<file path="src/rtl/hex_counter_ctrl.sv">
// rtl/hex_counter_ctrl.sv - two-digit debounced push-button counter feeding the hex decoders
// Optional feature: define BCD_MODE_EN for decimal digits (00..99); default is plain hex (00..FF).

module hex_counter_ctrl_debounce #(
  parameter int DEBOUNCE_CYCLES = 16
) (
  input  logic clk,
  input  logic resetn,
  input  logic btn_raw,
  output logic step
);

  localparam int CW = (DEBOUNCE_CYCLES > 2) ? $clog2(DEBOUNCE_CYCLES) : 1;
  localparam logic [CW-1:0] CNT_LAST = CW'(DEBOUNCE_CYCLES - 1);
  localparam logic [CW-1:0] CNT_ONE  = CW'(1);

  typedef enum logic [1:0] {
    IDLE,
    PRESS_WAIT,
    PRESSED,
    RELEASE_WAIT
  } state_t;

  state_t        state_q;
  logic [1:0]    sync_q;
  logic [CW-1:0] cnt_q;
  logic          step_q;
  logic          s;

  assign s    = sync_q[1];
  assign step = step_q;

  // The step request is a registered one-cycle pulse on the PRESS_WAIT -> PRESSED edge only,
  // so a held button never repeats.
  always_ff @(posedge clk or negedge resetn) begin
    if (!resetn) begin
      sync_q  <= 2'b00;
      state_q <= IDLE;
      cnt_q   <= '0;
      step_q  <= 1'b0;
    end else begin
      sync_q <= {sync_q[0], btn_raw};
      step_q <= 1'b0;
      case (state_q)
        IDLE: begin
          if (s) begin
            state_q <= PRESS_WAIT;
            cnt_q   <= CNT_ONE;
          end
        end
        PRESS_WAIT: begin
          if (!s) begin
            state_q <= IDLE;
            cnt_q   <= '0;
          end else if (cnt_q == CNT_LAST) begin
            state_q <= PRESSED;
            cnt_q   <= '0;
            step_q  <= 1'b1;
          end else begin
            cnt_q <= cnt_q + CNT_ONE;
          end
        end
        PRESSED: begin
          if (!s) begin
            state_q <= RELEASE_WAIT;
            cnt_q   <= CNT_ONE;
          end
        end
        RELEASE_WAIT: begin
          if (s) begin
            state_q <= PRESSED;
            cnt_q   <= '0;
          end else if (cnt_q == CNT_LAST) begin
            state_q <= IDLE;
            cnt_q   <= '0;
          end else begin
            cnt_q <= cnt_q + CNT_ONE;
          end
        end
        default: begin
          state_q <= IDLE;
          cnt_q   <= '0;
        end
      endcase
    end
  end

endmodule

module hex_counter_ctrl #(
  parameter int DEBOUNCE_CYCLES = 16
) (
  input  logic       clk,
  input  logic       resetn,
  input  logic       btn_inc,
  input  logic       btn_dec,
  input  logic       load,
  input  logic [7:0] load_val,
  output logic [3:0] digit_lo,
  output logic [3:0] digit_hi,
  output logic       upd,
  output logic       wrap
);

  logic       inc_req;
  logic       dec_req;
  logic [7:0] count_q, count_d;
  logic       upd_q, upd_d;
  logic       wrap_q, wrap_d;
  logic [7:0] load_fmt;
  logic [3:0] lo, hi;

  hex_counter_ctrl_debounce #(.DEBOUNCE_CYCLES(DEBOUNCE_CYCLES)) u_db_inc (
    .clk     (clk),
    .resetn  (resetn),
    .btn_raw (btn_inc),
    .step    (inc_req)
  );

  hex_counter_ctrl_debounce #(.DEBOUNCE_CYCLES(DEBOUNCE_CYCLES)) u_db_dec (
    .clk     (clk),
    .resetn  (resetn),
    .btn_raw (btn_dec),
    .step    (dec_req)
  );

  assign lo = count_q[3:0];
  assign hi = count_q[7:4];

`ifdef BCD_MODE_EN
  assign load_fmt = {(load_val[7:4] > 4'd9) ? 4'd9 : load_val[7:4],
                     (load_val[3:0] > 4'd9) ? 4'd9 : load_val[3:0]};
`else
  assign load_fmt = load_val;
`endif

  always_comb begin
    count_d = count_q;
    upd_d   = 1'b0;
    wrap_d  = 1'b0;
    if (load) begin
      count_d = load_fmt;
      upd_d   = (load_fmt != count_q);
    end else if (inc_req && !dec_req) begin
      upd_d = 1'b1;
`ifdef BCD_MODE_EN
      if (lo == 4'd9) begin
        count_d = {(hi == 4'd9) ? 4'd0 : hi + 4'd1, 4'd0};
      end else begin
        count_d = {hi, lo + 4'd1};
      end
      wrap_d = (count_q == 8'h99);
`else
      count_d = count_q + 8'd1;
      wrap_d  = (count_q == 8'hFF);
`endif
    end else if (dec_req && !inc_req) begin
      upd_d = 1'b1;
`ifdef BCD_MODE_EN
      if (lo == 4'd0) begin
        count_d = {(hi == 4'd0) ? 4'd9 : hi - 4'd1, 4'd9};
      end else begin
        count_d = {hi, lo - 4'd1};
      end
`else
      count_d = count_q - 8'd1;
`endif
      wrap_d = (count_q == 8'h00);
    end
  end

  always_ff @(posedge clk or negedge resetn) begin
    if (!resetn) begin
      count_q <= 8'h00;
      upd_q   <= 1'b0;
      wrap_q  <= 1'b0;
    end else begin
      count_q <= count_d;
      upd_q   <= upd_d;
      wrap_q  <= wrap_d;
    end
  end

  assign digit_lo = count_q[3:0];
  assign digit_hi = count_q[7:4];
  assign upd      = upd_q;
  assign wrap     = wrap_q;

endmodule

</file>
<file path="config.mk">
export PLATFORM = sky130hd
export DESIGN_NAME = hex_counter_ctrl
export DESIGN_NICKNAME = d
export VERILOG_FILES = /design/src/rtl/hex_counter_ctrl.sv
export SDC_FILE = /design/constraint.sdc
export NUM_CORES = 1
export LEC_CHECK = 0
export ABC_AREA = 1
export CAP_MARGIN = 0
export CORE_UTILIZATION = 54
export DETAILED_ROUTE_END_ITERATION = 16
export PLACE_DENSITY = 0.79
export SLEW_MARGIN = 20
export SYNTH_ARGS = -nofsm -noshare
export SYNTH_HDL_FRONTEND = slang
export SYNTH_SLANG_ARGS = --single-unit
</file>
<file path="constraint.sdc">
create_clock -name clk -period 2.3 [get_ports clk]
set_input_delay 0.345 -clock clk [delete_from_list [all_inputs] [get_ports clk]]
set_output_delay 0.345 -clock clk [all_outputs]
set_load 0.1 [all_outputs]
</file>
Word-level counts from Yosys, hierarchy flattened
Index checks and enable logic that the tools add are counted.

word-level totals
  logic and storage cells = 86
  output and inout port bits = 10
  RAM bits = 0
  register bits = 28
  bits in read-only memories = 0
  bits in latches = 0
  bits of input ports = 13
  memories = 0

cells by class
  $mul = 0
  reduce and logical (&&, ||, !) cells = 12
  shift operators = 0
  equality and inequality tests = 18
  mux-type cells = 41
  bitwise operators = 0
  $add $sub $neg = 4
  div/mod/pow operators = 0
  $lt $le $gt $ge = 0

operators with widths
  kind                   number
  $mux W4                10
  $pmux W4 S4            2
  $mux W2                12
  $mux W8                3
  $pmux W2 S4            2
  $mux W1                12
  $add A4 B1 Y4 const B  2
  $add A8 B1 Y8 const B  1
  $eq A2 B2 Y1 const B   4
  $eq A4 B4 Y1 const B   2
  $eq A8 B8 Y1 const B   1
  $logic_not A8 Y1       1
  $ne A8 B8 Y1           1
  $reduce_and A4 Y1      2
  $sub A8 B1 Y8 const B  1
  $ne A3 B1 Y1 const B   2
  $ne A3 B3 Y1 const B   2
  $eq A2 B1 Y1 const B   2
  $logic_not A2 Y1       2
  $ne A2 B1 Y1 const B   2
  $ne A2 B2 Y1 const B   2
  $reduce_and A2 Y1      2
  $reduce_bool A3 Y1     1
  $logic_and A1 B1 Y1    2
  $logic_not A1 Y1       2

Logic depth before layout (Yosys ltp)
  depth in word-level cells = 5
  gate-level depth with buffers = 11
  mapped depth without buffers = 11

Hierarchy
Synthesis repeated with hierarchy kept, for this count alone.

second synthesis, totals
  cell total of the unflattened synthesis = 233
  area, all modules = 1754.2 µm²

by module, submodules not included
  module                     cells each  instances  area each (µm²)
  hex_counter_ctrl           147         1          960.9
  hex_counter_ctrl_debounce  43          2          396.6

Least setup slack after synthesis
No wires, ideal clock.

  path type = register to register
  start point = register count_q[3]
  end point = register count_q[6]
  path buffers = 0
  data required time = 2.183 ns
  clock period less this slack = 1.994 ns
  arrival time = 1.876 ns
  slack = 0.306 ns
  stages on the path, launching flop included = 7
  cells stage by stage = dfrtp_1 > ha_1 > or2_1 > nand3b_1 > nand3b_1 > nand3_1 > nand2_1

on the way
  word-level cells in the longest chain between the ends = 4
  elaborated cells on any way between the ends = 5
  classes of those cells = add/sub: 2; mux: 3

ends and longest elaborated chain
  element                 line  text
  start, declared         107   logic [7:0] count_q, count_d;
  start signal, assigned  178   count_q <= count_d;
  $sub A8 B1 Y8           166   count_d = count_q - 8'd1;
  $mux W8                 157   end else if (dec_req && !inc_req) begin
  $mux W8 *               144   end else if (inc_req && !dec_req) begin
  $mux W8 *               141   if (load) begin

Every way passes the cells marked *; elsewhere a longest branch is shown, timed or not. The select of a mux whose other input is x is not followed.
A chain may end at the register's enable or synchronous reset.

Final worst setup path
  start point = register u_db_dec.step_q (netlist: u_db_dec.step)
  end point = register count_q[7]

on the way
  word-level cells in the longest chain between the ends = 4
  elaborated cells on any way between the ends = 6
  classes of those cells = mux: 2; reduce/logical: 4

ends and longest elaborated chain
  element                 line  text
  start, declared         27    logic step_q;
  start signal, assigned  40    step_q <= 1'b0;
  start signal, assigned  43    step_q <= 1'b0;
  start signal, assigned  58    step_q <= 1'b1;
  $logic_not A1 Y1        144
  $logic_and A1 B1 Y1     144
  $mux W8                 144
  $mux W8                 141

Several ways; a longest one is shown, not always the timed one.

==> impl_metrics.env <==
export IMPL_status="completed"
export IMPL_holdBufCountCts=0
export IMPL_regArea_um2=701
export IMPL_p_leak_nw=1.03
export IMPL_syn_inst=223
export IMPL_rsz0062_at_grt="false"
export IMPL_path_cells="inv_1 > ha_1 > inv_1 > ha_1 > nand3_1 > nand2_1 > nand2_1 > nand2_1 > nand2_1 > nand3_1 > nand2_1"
export IMPL_drc=0
export IMPL_post_cts_buffers=0
export IMPL_insertedDiodeCount=0
export IMPL_area_growth_pct=17.9
export IMPL_syn_num_nets=248
export IMPL_drv_cap=0
export IMPL_synth_area_um2=1710
export IMPL_layout_commonest_cell="nand2_1"
export IMPL_grt_max_degree=29
export IMPL_finalSetupViolations=0
export IMPL_fmax_ghz=0.491
export IMPL_rows=20
export IMPL_maxSlewViolCount=0
export IMPL_slew_headroom_pct=75.4
export IMPL_numPortBuffers=22
export IMPL_synth_avg_cell_area_um2=7.66
export IMPL_drt_wl_total_mm=3.61
export IMPL_via_per_inst=5.13
export IMPL_fin_setup_tns_ns=0
export IMPL_ir_drop_uv=344
export IMPL_cts_inserted_buffers=3
export IMPL_fin_nets=275
export IMPL_crit_family="adder cells"
export IMPL_drive_gt1_share_pct=8.03
export IMPL_synth_cell_types=25
export IMPL_worst_path_max_fanout=8
export IMPL_hold_class="in2async"
export IMPL_cts_tree="built"
export IMPL_synth_seq_area_share_pct=41.0
export IMPL_cpMostUsedCell="nand2_1"
export IMPL_htreeDepth=1
export IMPL_dieArea_um2=3390
export IMPL_antenna_left=0
export IMPL_worstSetupPathType="reg2reg"
export IMPL_cp_slowest_stage_delay_ns=0.41
export IMPL_post_cts_resized=0
export IMPL_worstSkewPairLatency_ns=0.33
export IMPL_clock_skew_ns=0.0117
export IMPL_die_x_um=58.3
export IMPL_grt_pass1_vias=1482
export IMPL_slowest_stage="dfrtp_1"
export IMPL_layout_common_cells="52 x nand2_1, 38 x inv_1, 28 x dfrtp_1"
export IMPL_fillers=279
export IMPL_whs_ns=0.368
export IMPL_first_iter_violations=76
export IMPL_worst_ep_arrival_time_ns=2.29
export IMPL_grt_overflow=0
export IMPL_cp_start_kind="flip-flop"
export IMPL_die_y_um=58.3
export IMPL_clock_path_buffers=2
export IMPL_start_util_pct=56.4
export IMPL_worst_pin_slew_ns=0.369
export IMPL_wire_per_inst_um=12.3
export IMPL_ios=23
export IMPL_grt_antenna_before_repair=0
export IMPL_hpwl_mm=2.66
export IMPL_vias=1503
export IMPL_finalHoldViolations=0
export IMPL_clkTransAtPathRegs_ns=0.16
export IMPL_cp_required_ns=2.55
export IMPL_ys_warn_count=0
export IMPL_cts_root_buf="clkbuf_4"
export IMPL_clkSinkCount=28
export IMPL_synth_seq_cells=28
export IMPL_p_per_area_nw_per_um2=608
export IMPL_grt_pass1_wl_mm=6.36
export IMPL_critPathCaptureType="flip-flop"
export IMPL_globalplace_congestion=0.880
export IMPL_period_share_pct=88.6
export IMPL_period_needed_ns=2.04
export IMPL_grt_total_usage_pct=24.7
export IMPL_crit_buf_inv=2
export IMPL_firstDrtPassIters=4
export IMPL_multi_input_area_um2=853
export IMPL_core_um2=3030
-- worst paths after layout --
path | start | end | slack, ns | depth (start not counted)
max reg2reg | u_db_dec.step$_DFF_PN0_ | count_q[7]$_DFFE_PN0P_ | 0.26 | 11
max | u_db_dec.step$_DFF_PN0_ | count_q[7]$_DFFE_PN0P_ | 0.26 | 11
max in group asynchronous | resetn | u_db_dec.cnt_q[1]$_DFFE_PN0P_ | 1.66 | 2
min in group clk | u_db_inc.sync_q[0]$_DFF_PN0_ | u_db_inc.sync_q[1]$_DFF_PN0_ | 0.37 | 0
min reg2reg | u_db_inc.sync_q[0]$_DFF_PN0_ | u_db_inc.sync_q[1]$_DFF_PN0_ | 0.37 | 0
min | resetn | count_q[6]$_DFFE_PN0P_ | 0.37 | 2
-- metal layers --
layer	global-route usage [%]	wire length, µm	vias to the layer above
li1	-	-	766
met1	30.4	1640	682
met2	44.2	1720	47
met3	2.46	154	8
met4	9.86	92	0
met5	0	0	-
-- flip-flops by register name, summed over array words and instances, names as in the netlist, named ones only --
signal,cells
u_db_inc.sync_q,2
u_db_inc.cnt_q,4
u_db_inc.state_q,1
upd,1
u_db_dec.sync_q,2
wrap,1
count_q,8
u_db_dec.state_q,1
u_db_inc.step,1
u_db_dec.step,1
u_db_dec.cnt_q,4
-- report_power, final --
group,internal [mW],switching (mW),total [mW]
sequential,0.523,0.0437,0.566
combinational,0.110,0.226,0.335
clock,0.176,0.146,0.322
-- cell families (layout without fill, tap and decap cells) --
group	after synthesis	after routing	synth area share, %
xor+xnor	10	10	5.12
fa+ha+maj	12	12	9.22
simple gates	104	104	26.4
compound gates	28	28	9.22
buf+inv	41	67	9.08
flops	28	28	41.0
-- synthesized netlist by cell type, drive strengths merged --
| master | number | share of area (%) |
|---|---|---|
| a21oi | 5 | 1.5 |
| buf | 1 | 0.29 |
| dfrtp | 28 | 41 |
| fa | 1 | 1.2 |
| ha | 11 | 8.1 |
| inv | 40 | 8.8 |
| nand2 | 53 | 12 |
| nand3 | 24 | 7.0 |
| nand3b | 2 | 0.88 |
| nand4 | 3 | 1.1 |
| nor2 | 16 | 3.7 |
| nor3 | 4 | 1.2 |
| o211ai | 1 | 0.44 |
| o21ai | 18 | 5.5 |
| o221ai | 2 | 1.0 |
| o22ai | 1 | 0.37 |
| o31ai | 1 | 0.44 |
| or2 | 2 | 0.73 |
| xnor2 | 6 | 3.1 |
| xor2 | 4 | 2.0 |
-- layout make-up --
| class | instances | area share (%) |
|---|---|---|
| clock buffers | 3 | 1.12 |
| clock inverters | 1 | 1.49 |
| inverters | 40 | 7.45 |
| multi-input cells | 154 | 42.4 |
| flip-flops and latches | 28 | 34.8 |
| well taps | 44 | 2.73 |
| repair buffers | 23 | 10.1 |
-- per-stage QoR --
| step | util, % | std cells | total power [mW] | worst slack, ns | area [µm²] |
|---|---|---|---|---|---|
| after global placement | 64.8 | 289 | 0.900 | 0.377 | 1960 |
| final | 66.5 | 293 | 1.22 | 0.262 | 2010 |
| after floorplan | - | 223 | 0.809 | 0.306 | 1710 |
| after detailed placement | 64.8 | 289 | 0.906 | 0.328 | 1960 |
| after global routing | 66.5 | 293 | 1.30 | 0.0513 | 2010 |
| after CTS | 66.5 | 293 | 1.24 | 0.273 | 2010 |
Power figures use the tool's default switching activity.
